--- src/rtl/stepgen_mc_pkg.sv ---
// rtl/stepgen_mc_pkg.sv - shared types, command width and period clamp for the step generator
package stepgen_mc_pkg;

  localparam int CMD_W = 32;

  typedef enum logic [1:0] {
    ST_IDLE  = 2'd0,
    ST_SETUP = 2'd1,
    ST_HIGH  = 2'd2,
    ST_LOW   = 2'd3
  } ch_state_e;

  // |cmd| with the most negative value saturated, then raised to at least min_p
  function automatic logic [CMD_W-1:0] clamp_period(input logic [CMD_W-1:0] cmd,
                                                    input logic [CMD_W-1:0] min_p);
    logic [CMD_W-1:0] mag;
    if (cmd[CMD_W-1]) begin
      if (cmd == {1'b1, {(CMD_W-1){1'b0}}})
        mag = {1'b0, {(CMD_W-1){1'b1}}};
      else
        mag = ~cmd + CMD_W'(1);
    end else begin
      mag = cmd;
    end
    return (mag < min_p) ? min_p : mag;
  endfunction

endpackage

--- src/rtl/stepgen_ch.sv ---
// rtl/stepgen_ch.sv - one step/dir channel FSM with optional position counter (STEPGEN_MC_FEEDBACK_EN)
module stepgen_ch
  import stepgen_mc_pkg::*;
#(
  parameter int PULSE_W   = 48,
  parameter int DIR_SETUP = 240
) (
  input  logic             clk,
  input  logic             rst_n,
  input  logic             enable,
  input  logic [CMD_W-1:0] freq_cmd,
  input  logic             fb_clr,
  output logic             stp,
  output logic             dir,
  output logic [CMD_W-1:0] feedback
);

  localparam logic [CMD_W-1:0] PW    = CMD_W'(PULSE_W);
  localparam logic [CMD_W-1:0] DS    = CMD_W'(DIR_SETUP);
  localparam logic [CMD_W-1:0] MIN_P = CMD_W'(PULSE_W + 1);

  ch_state_e        state_q, state_d;
  logic [CMD_W-1:0] cnt_q, cnt_d;
  logic [CMD_W-1:0] period_q, period_d;
  logic             dir_q, dir_d;
  logic             stp_q;
  logic             step_d;
  logic             cmd_nz, cmd_pos;

  assign cmd_nz  = |freq_cmd;
  assign cmd_pos = cmd_nz & ~freq_cmd[CMD_W-1];

  // Next-state logic: cnt holds the cycles remaining in the current state minus one
  always_comb begin
    state_d  = state_q;
    cnt_d    = cnt_q;
    period_d = period_q;
    dir_d    = dir_q;
    step_d   = 1'b0;
    case (state_q)
      ST_IDLE: begin
        if (enable && cmd_nz) begin
          period_d = clamp_period(freq_cmd, MIN_P);
          if (cmd_pos != dir_q) begin
            dir_d   = cmd_pos;
            state_d = ST_SETUP;
            cnt_d   = DS - CMD_W'(1);
          end else begin
            state_d = ST_HIGH;
            cnt_d   = PW - CMD_W'(1);
            step_d  = 1'b1;
          end
        end
      end
      ST_SETUP: begin
        if (cnt_q == '0) begin
          state_d = ST_HIGH;
          cnt_d   = PW - CMD_W'(1);
          step_d  = 1'b1;
        end else begin
          cnt_d = cnt_q - CMD_W'(1);
        end
      end
      ST_HIGH: begin
        if (cnt_q == '0) begin
          state_d = ST_LOW;
          cnt_d   = period_q - PW - CMD_W'(1);
        end else begin
          cnt_d = cnt_q - CMD_W'(1);
        end
      end
      ST_LOW: begin
        if (cnt_q == '0) begin
          // Only a same-sign command continues; a reversal goes back through IDLE and SETUP
          if (enable && cmd_nz && (cmd_pos == dir_q)) begin
            period_d = clamp_period(freq_cmd, MIN_P);
            state_d  = ST_HIGH;
            cnt_d    = PW - CMD_W'(1);
            step_d   = 1'b1;
          end else begin
            state_d = ST_IDLE;
            cnt_d   = '0;
          end
        end else begin
          cnt_d = cnt_q - CMD_W'(1);
        end
      end
      default: begin
        state_d = ST_IDLE;
        cnt_d   = '0;
      end
    endcase
  end

  // State, counters and the registered STP/DIR outputs
  always_ff @(posedge clk or negedge rst_n) begin
    if (!rst_n) begin
      state_q  <= ST_IDLE;
      cnt_q    <= '0;
      period_q <= '0;
      dir_q    <= 1'b0;
      stp_q    <= 1'b0;
    end else begin
      state_q  <= state_d;
      cnt_q    <= cnt_d;
      period_q <= period_d;
      dir_q    <= dir_d;
      stp_q    <= (state_d == ST_HIGH);
    end
  end

  assign stp = stp_q;
  assign dir = dir_q;

`ifdef STEPGEN_MC_FEEDBACK_EN
  logic [CMD_W-1:0] fb_q;

  // Position counter: steps on the edge STP rises, clear has priority
  always_ff @(posedge clk or negedge rst_n) begin
    if (!rst_n)
      fb_q <= '0;
    else if (fb_clr)
      fb_q <= '0;
    else if (step_d)
      fb_q <= dir_d ? (fb_q + CMD_W'(1)) : (fb_q - CMD_W'(1));
  end

  assign feedback = fb_q;
`else
  logic unused_fb_sig;
  assign unused_fb_sig = fb_clr | step_d;
  assign feedback      = '0;
`endif

endmodule

--- src/rtl/stepgen_mc.sv ---
// rtl/stepgen_mc.sv - multi-channel step/dir generator top (STEPGEN_MC_FEEDBACK_EN enables position feedback)
module stepgen_mc
  import stepgen_mc_pkg::*;
#(
  parameter int NUM_CH    = 4,
  parameter int PULSE_W   = 48,
  parameter int DIR_SETUP = 240
) (
  input  logic                    clk,
  input  logic                    rst_n,
  input  logic [NUM_CH-1:0]       enable,
  input  logic [NUM_CH*CMD_W-1:0] freq_cmd,
  input  logic                    fb_clr,
  output logic [NUM_CH-1:0]       STP,
  output logic [NUM_CH-1:0]       DIR,
  output logic [NUM_CH*CMD_W-1:0] feedback
);

  for (genvar i = 0; i < NUM_CH; i++) begin : g_ch
    stepgen_ch #(
      .PULSE_W  (PULSE_W),
      .DIR_SETUP(DIR_SETUP)
    ) u_ch (
      .clk     (clk),
      .rst_n   (rst_n),
      .enable  (enable[i]),
      .freq_cmd(freq_cmd[CMD_W*i +: CMD_W]),
      .fb_clr  (fb_clr),
      .stp     (STP[i]),
      .dir     (DIR[i]),
      .feedback(feedback[CMD_W*i +: CMD_W])
    );
  end

endmodule

--- config.mk ---
export PLATFORM = sky130hd
export DESIGN_NAME = stepgen_mc
export DESIGN_NICKNAME = d
export VERILOG_FILES = /design/src/rtl/stepgen_mc_pkg.sv /design/src/rtl/stepgen_ch.sv /design/src/rtl/stepgen_mc.sv
export SDC_FILE = /design/constraint.sdc
export NUM_CORES = 1
export LEC_CHECK = 0
export ABC_AREA = 0
export CAP_MARGIN = 5
export CORE_UTILIZATION = 62
export DETAILED_ROUTE_END_ITERATION = 10
export MAX_ROUTING_LAYER = met4
export PLACE_DENSITY = 0.87
export SLEW_MARGIN = 20
export SYNTH_ARGS = -nofsm -noshare
export SYNTH_HDL_FRONTEND = slang
export SYNTH_SLANG_ARGS = --single-unit
--- constraint.sdc ---
create_clock -name clk -period 5.55 [get_ports clk]
set_clock_uncertainty 0.1 [all_clocks]
set_input_delay 1.11 -clock clk [delete_from_list [all_inputs] [get_ports clk]]
set_output_delay 1.11 -clock clk [all_outputs]
set_load 0.01 [all_outputs]
Word-level counts from Yosys, hierarchy flattened
Index checks and enable logic that the tools add are counted.
Storage, ports and cells
  register bits: 272
  input bits: 135
  output and inout bits: 136
  word-level logic and storage cells: 236
Operators by class
  add/subtract/negate cells: 16
  order comparisons: 8
  equality and inequality tests: 40
  muxes and demuxes: 108
  bitwise gates (word level): 12
  reductions and logical operators: 32
Operators by type and width (number)
  $mux W32: 64
  $pmux W32 S4: 4
  $lt A32 B6 Y1 const B: 8
  $pmux W32 S2: 4
  $sub A32 B1 Y32 const B: 8
  $add A32 B1 Y32 const B: 4
  $eq A32 B32 Y1 const B: 4
  $logic_not A32 Y1: 4
  $not A32 Y32: 4
  $reduce_or A32 Y1: 4
  $sub A32 B6 Y32 const B: 4
  $mux W2: 24
  $mux W8: 4
  $pmux W2 S4: 4
  $eq A2 B2 Y1 const B: 12
  $mux W6: 4
  $ne A2 B1 Y1 const B: 12
  $reduce_and A4 Y1: 4
  $reduce_and A3 Y1: 4
  $eq A2 B1 Y1 const B: 4
  $logic_and A1 B1 Y1: 8
  $logic_not A2 Y1: 4
  $reduce_bool A2 Y1: 4
  $and A1 B1 Y1: 4
  other kinds (3): 12

Depth between registers and ports, before layout
  depth after elaboration: 12
  depth in mapped cells: 14
  depth with buffers taken out: 10

Cells and area by module
From an unflattened synthesis, not the netlist that was laid out.
Second synthesis, totals
  cells, all modules: 2964
  area, all modules: 22535.4 um^2
By module, submodules not included
  stepgen_ch at g_ch[1].u_ch ...: instances 2, cells an instance 748, area each 5631.7 um^2, sequential area each 1701.6 um^2
  stepgen_ch at g_ch[0].u_ch: instances 1, cells an instance 731, area each 5716.7 um^2, sequential area each 1701.6 um^2
  stepgen_ch at g_ch[3].u_ch: instances 1, cells an instance 737, area each 5555.3 um^2, sequential area each 1701.6 um^2

Worst setup path after synthesis
No wires, ideal clock.
  path kind: input-to-reg
  start point: input port freq_cmd[72]
  end point: register g_ch[2].u_ch.period_q[1]
  setup time: 0.121 ns
  data arrival time: 4.061 ns
  data required time: 5.329 ns
  slack: 1.268 ns
  stages on the path: 10
  buffers on the path: 2
  cell sequence: buf_2 > or4_1 > or4_4 > nor4_1 > mux2i_1 > o211ai_1 > or4_1 > or4_1 > buf_2 > a22o_1
Between the ends
  word-level cells in the longest chain between the ends: 12
  elaborated cells between the ends (all ways): 26
  classes of those cells: 1 x add/sub; 2 x order compare; 4 x eq/ne; 13 x mux; 2 x bitwise; 4 x reduce/logical
RTL lines
  start: declaration: line stepgen_mc.sv:12  | input logic [NUM_CH*CMD_W-1:0] freq_cmd,
  $not A32 Y32: line stepgen_mc_pkg.sv:21  | mag = ~cmd + CMD_W'(1);
  $add A32 B1 Y32: line stepgen_mc_pkg.sv:21
  $mux W32: line stepgen_mc_pkg.sv:18  | if (cmd == {1'b1, {(CMD_W-1){1'b0}}})
  $mux W32: line stepgen_mc_pkg.sv:17  | if (cmd[CMD_W-1]) begin
  $mux W32: line stepgen_ch.sv:75  | if (enable && cmd_nz && (cmd_pos == dir_q)) begin
  $mux W32: line stepgen_ch.sv:73  | if (cnt_q == '0) begin
  $mux W32: line stepgen_ch.sv:40  | case (state_q)
  $lt A32 B6 Y1: line stepgen_mc_pkg.sv:25  | return (mag < min_p) ? min_p : mag;
  $mux W32: line stepgen_mc_pkg.sv:25
  $mux W32: line stepgen_ch.sv:75
  $mux W32: line stepgen_ch.sv:73
  $pmux W32 S2: line stepgen_ch.sv:40
  end signal: assignment: line stepgen_ch.sv:106  | period_q <= period_d;
  end: declaration: line stepgen_ch.sv:24  | logic [CMD_W-1:0] period_q, period_d;
Parallel ways exist; a longest one is shown, timed or not. The select of a mux whose other input is x is not followed.
A chain may end at the register's enable or synchronous reset.

Worst setup path after layout
  start point: input port freq_cmd[96]
  end point: register g_ch[3].u_ch.period_q[4]
Between the ends
  word-level cells in the longest chain between the ends: 12
  elaborated cells between the ends (all ways): 26
  classes of those cells: 1 x add/sub; 2 x order compare; 4 x eq/ne; 13 x mux; 2 x bitwise; 4 x reduce/logical
RTL lines (line)
  $not A32 Y32: stepgen_mc_pkg.sv:21
  $add A32 B1 Y32: stepgen_mc_pkg.sv:21
  $mux W32: stepgen_mc_pkg.sv:18
  $mux W32: stepgen_mc_pkg.sv:17
  $mux W32: stepgen_ch.sv:75
  $mux W32: stepgen_ch.sv:73
  $mux W32: stepgen_ch.sv:40
  $lt A32 B6 Y1: stepgen_mc_pkg.sv:25
  $mux W32: stepgen_mc_pkg.sv:25
  $mux W32: stepgen_ch.sv:75
  $mux W32: stepgen_ch.sv:73
  $pmux W32 S2: stepgen_ch.sv:40
  end signal: assignment: stepgen_ch.sv:106
  end: declaration: stepgen_ch.sv:24
Parallel ways exist; a longest one is shown, timed or not. The select of a mux whose other input is x is not followed.

==> out/summary.txt <==
result of the run - finished, final reports clean
layout cell share with drive strength beyond 1 - 0.0591
largest fanout of any net on the critical path - 14
total of endpoints with negative setup slack in the final report - 0
type of the worst min-delay path - reg2reg
async set-or-reset flop fraction in the synthesized netlist - 1.00
Static Leak - 9.42 nW
share of the synthesized area in the top cell type - 0.304
nature of the critical path startpoint - input pin
highest clock frequency the design can meet - 0.209 GHz
P_sw - 1.34 mW
number of buffers inserted for hold repair after clock tree synthesis - 0
post-CTS setup repair buffer count - 0
starting utilization of the core area - 0.630
post-route antenna net violation count - 0
combinational fraction of design power - 0.145
Synth area leaders - sky130_fd_sc_hd__dfrtp_1 (30%), sky130_fd_sc_hd__nand2_1 (5.9%), sky130_fd_sc_hd__o21ai_0 (5.8%)
main combinational cell family by area after synthesis - simple AND/OR/NAND/NOR gates
number of cells in the finished layout apart from fillers - 3490
total routed wirelength - 64.6 mm
xor-xnor portion of the synthesized cell area - 0.0708
worst setup path class - in2reg
count of synthesis-stage warnings from yosys - 0
global route total overflow - 0
via count of the first global-routing pass - 21051
area fraction in compound gates after synthesis - 0.235
fin nets - 3153
endpoints failing hold - 0
CTS tree - done
first-pass GRT wire length - 104 mm
share of total power consumed by net switching - 0.275
clock buffers created by TritonCTS - 30
routability cong. - 0.957
Reg area - 6810 sq um
Tcrit/Tclk final - 0.861
Critical-path top delay cell - sky130_fd_sc_hd__or4_4
DRC violation count after routing - 0
First DRT Iteration DRCs - 2133
worst slew pin tran - 1.07 ns
critical path's top delay family - simple AND/OR/NAND/NOR gates
post-synthesis share of cell area spent on and, or, nand and nor gates - 0.288
multi-input combinational cell area - 14200 sq um
Die Area - 36900 sq um
number of optimization iterations in the first detailed-route pass - 6
fraction of synthesized area in multiplexers - 0.00927
CTS clk-pin slew, worst paths - 0.06 ns
cell internal pwr - 3.53 mW
setup total negative slack - 0 ns
DR WL/cell - 18.5 um
detailed placer's ending HPWL - 47.0 mm
share of the core filled with cells - 0.693
total count of max-transition violations in the final report - 0
maximum buffer depth of the clock tree - 3
final critical-path required period - 4.78 ns
largest net degree at the start of global routing - 119
total number of H-tree levels - 1
most instantiated flip-flop cell in the synthesis netlist - sky130_fd_sc_hd__dfrtp_1
Max-Cap Viols - 0
endpoint class of the critical path - flop
per-cell via count in the routed design - 6.58
FILL cells - 2961
cell type with the highest aggregate area in the netlist - sky130_fd_sc_hd__dfrtp_1
delay of the slowest cell on the worst path - 0.62 ns
critical path data arrival time - 5.16 ns
Overall Power - 4.87 mW
count of port buffers added during placement - 141
# resized after CTS - 0
Die Span Y - 192 um
part of the total power dissipated in sequential elements - 0.429
required arrival time at the worst endpoint - 5.93 ns
Max transition margin - 0.287
CTS sink cnt - 272
clock root buffer - sky130_fd_sc_hd__clkbuf_16
num rows - 69
n_diodes - 0
count of different cell masters after synthesis - 87
Placed Instances - 3435
Buf+Inv Stages, Crit Path - 2
cells along the critical path - clkdlybuf4s50_1 > inv_1 > ha_1 > or3b_2 > or4_4 > or4b_1 > o211ai_1 > o21ai_0 > a2111oi_0 > nand4_1 > a41oi_1
Power Density - 198 nW/um^2
part of the power in the clock network - 0.426
Max VDD drop - 0.310 mV
number of enable flip-flop cells after synthesis - 0
RSZ-0062 raised after global routing - false
Area Overhead vs Synth - 10.0%
post-synthesis share of cell area spent on full adders, half adders and majority gates - 0.00670
All-Layer GR Usage - 0.350
synthesized flop and latch total - 272
area of the mapped netlist - 22400 sq um
latest clock arrival within the worst-skew pair - 0.57 ns
die span in x - 192 um
portion of the post-synthesis area used by sequential elements - 0.304
number of placed I/O pins - 271
antenna violations before repair - 0
mean instance size in the synthesized netlist - 7.55 sq um
worst reg-to-reg setup slack - 1.10 ns
core area - 35600 sq um
via count - 22950
gate count of the mapped netlist - 2967
==> cells in the mapped netlist, types with 69 or more instances <==
cell	n
sky130_fd_sc_hd__nand2_1	350
sky130_fd_sc_hd__nor2_1	296
sky130_fd_sc_hd__dfrtp_1	272
sky130_fd_sc_hd__o21ai_0	261
sky130_fd_sc_hd__clkbuf_1	164
sky130_fd_sc_hd__nor3_1	155
sky130_fd_sc_hd__a21oi_1	140
sky130_fd_sc_hd__buf_4	136
sky130_fd_sc_hd__xnor2_1	105
sky130_fd_sc_hd__nor4_1	97
sky130_fd_sc_hd__xor2_1	76
sky130_fd_sc_hd__nand3_1	69
==> worst min-delay path: stages (launching register included) <==
cell and delay (ns):
sky130_fd_sc_hd__dfrtp_1 0.34, sky130_fd_sc_hd__nand2_1 0.05, sky130_fd_sc_hd__o21ai_0 0.06
==> sequential cells by signal, indices dropped and copies added, names as in the netlist <==
| signal | cells |
|---|---|
| g_ch.u_ch.cnt_q | 128 |
| g_ch.u_ch.dir | 4 |
| g_ch.u_ch.period_q | 128 |
| g_ch.u_ch.state_q | 8 |
| g_ch.u_ch.stp | 4 |
==> cell usage in the layout (no fill, tap or decap), types with 12 or more instances in the layout <==
master                            count
sky130_fd_sc_hd__o31ai_1             38
sky130_fd_sc_hd__clkbuf_16           31
sky130_fd_sc_hd__buf_4               53
sky130_fd_sc_hd__nand3_1             69
sky130_fd_sc_hd__mux2i_1             14
sky130_fd_sc_hd__xnor2_1            105
sky130_fd_sc_hd__or2_2               20
sky130_fd_sc_hd__a21oi_1            139
sky130_fd_sc_hd__and3_1              16
sky130_fd_sc_hd__nor3_1             155
sky130_fd_sc_hd__nand4_1             38
sky130_fd_sc_hd__a22o_1              15
sky130_fd_sc_hd__nor2_1             295
sky130_fd_sc_hd__a22oi_1             22
sky130_fd_sc_hd__a211oi_1            20
sky130_fd_sc_hd__o21a_1              18
sky130_fd_sc_hd__o41ai_1             17
sky130_fd_sc_hd__nand2b_1            24
sky130_fd_sc_hd__clkdlybuf4s50_1    137
sky130_fd_sc_hd__o211ai_1            34
sky130_fd_sc_hd__nor2b_1             23
sky130_fd_sc_hd__a31oi_1             63
sky130_fd_sc_hd__inv_1               52
sky130_fd_sc_hd__nand2_1            350
sky130_fd_sc_hd__nor4_1              94
sky130_fd_sc_hd__or3_1               65
sky130_fd_sc_hd__dfrtp_1            272
sky130_fd_sc_hd__o21ai_0            261
sky130_fd_sc_hd__a21o_1              16
sky130_fd_sc_hd__o22ai_1             39
sky130_fd_sc_hd__or4_1               59
sky130_fd_sc_hd__conb_1             128
sky130_fd_sc_hd__ha_1                12
sky130_fd_sc_hd__a311oi_1            12
sky130_fd_sc_hd__xor2_1              76
==> metrics by stage <==
stage / area, sq um / hold WS (ns) / setup WS (ns)
floorplan: 22900 / 0.342 / 1.27
global placement: 23600 / 0.360 / 0.434
detailed placement: 23600 / 0.379 / 0.270
CTS: 24600 / 0.392 / 0.838
global route: 24600 / 0.430 / 0.479
finish: 24600 / 0.387 / 0.773
==> kinds of logic after synthesis <==
group,Yosys count
adders and majority gates,12
other,1
buffers and inverters,369
and+or+nand+nor,1291
AOI/OAI and AO/OA,821
xor gates and xnor gates,181
DFF,272
muxes,20
==> layer usage <==
layer / part of all wire / global-route usage / up-vias
li1: - / - / 10781
met1: 0.42 / 0.469 / 10841
met2: 0.47 / 0.564 / 1183
met3: 0.082 / 0.0318 / 145
met4: 0.026 / 0.104 / 0
met5: 0 / - / -
==> worst paths after layout <==
path / to / start / cells after the start
setup / recovery: g_ch[3].u_ch.period_q[4] / freq_cmd[96] / 11
hold / removal: g_ch[2].u_ch.cnt_q[26] / g_ch[2].u_ch.cnt_q[26] / 2
setup reg to reg: g_ch[2].u_ch.period_q[8] / g_ch[2].u_ch.cnt_q[0] / 11
hold reg to reg: g_ch[2].u_ch.cnt_q[26] / g_ch[2].u_ch.cnt_q[26] / 2
max in group asynchronous: g_ch[1].u_ch.period_q[2] / rst_n / 2
min in group asynchronous: g_ch[0].u_ch.period_q[25] / rst_n / 1
==> power by group through the flow <==
stage | sequential, mW | clock [mW] | combinational [mW]
5_1_grt | 2.10 | 2.17 | 0.775
4_1_cts | 2.09 | 2.09 | 0.695
6_report | 2.09 | 2.08 | 0.704
3_5_place_dp | 2.12 | 0 | 0.691
3_3_place_gp | 2.12 | 0 | 0.676
2_1_floorplan | 2.10 | 0 | 0.490
==> cell type report <==
cell class                 instances  share of cell area
inverter                          53             0.00808
tap                              461              0.0234
clock buffer                      38              0.0346
multi-input combinational       2453               0.576
clock inverter                    17             0.00716
timing repair buffer             196              0.0747
sequential                       272               0.276
(Power assumes the default switching activity.)
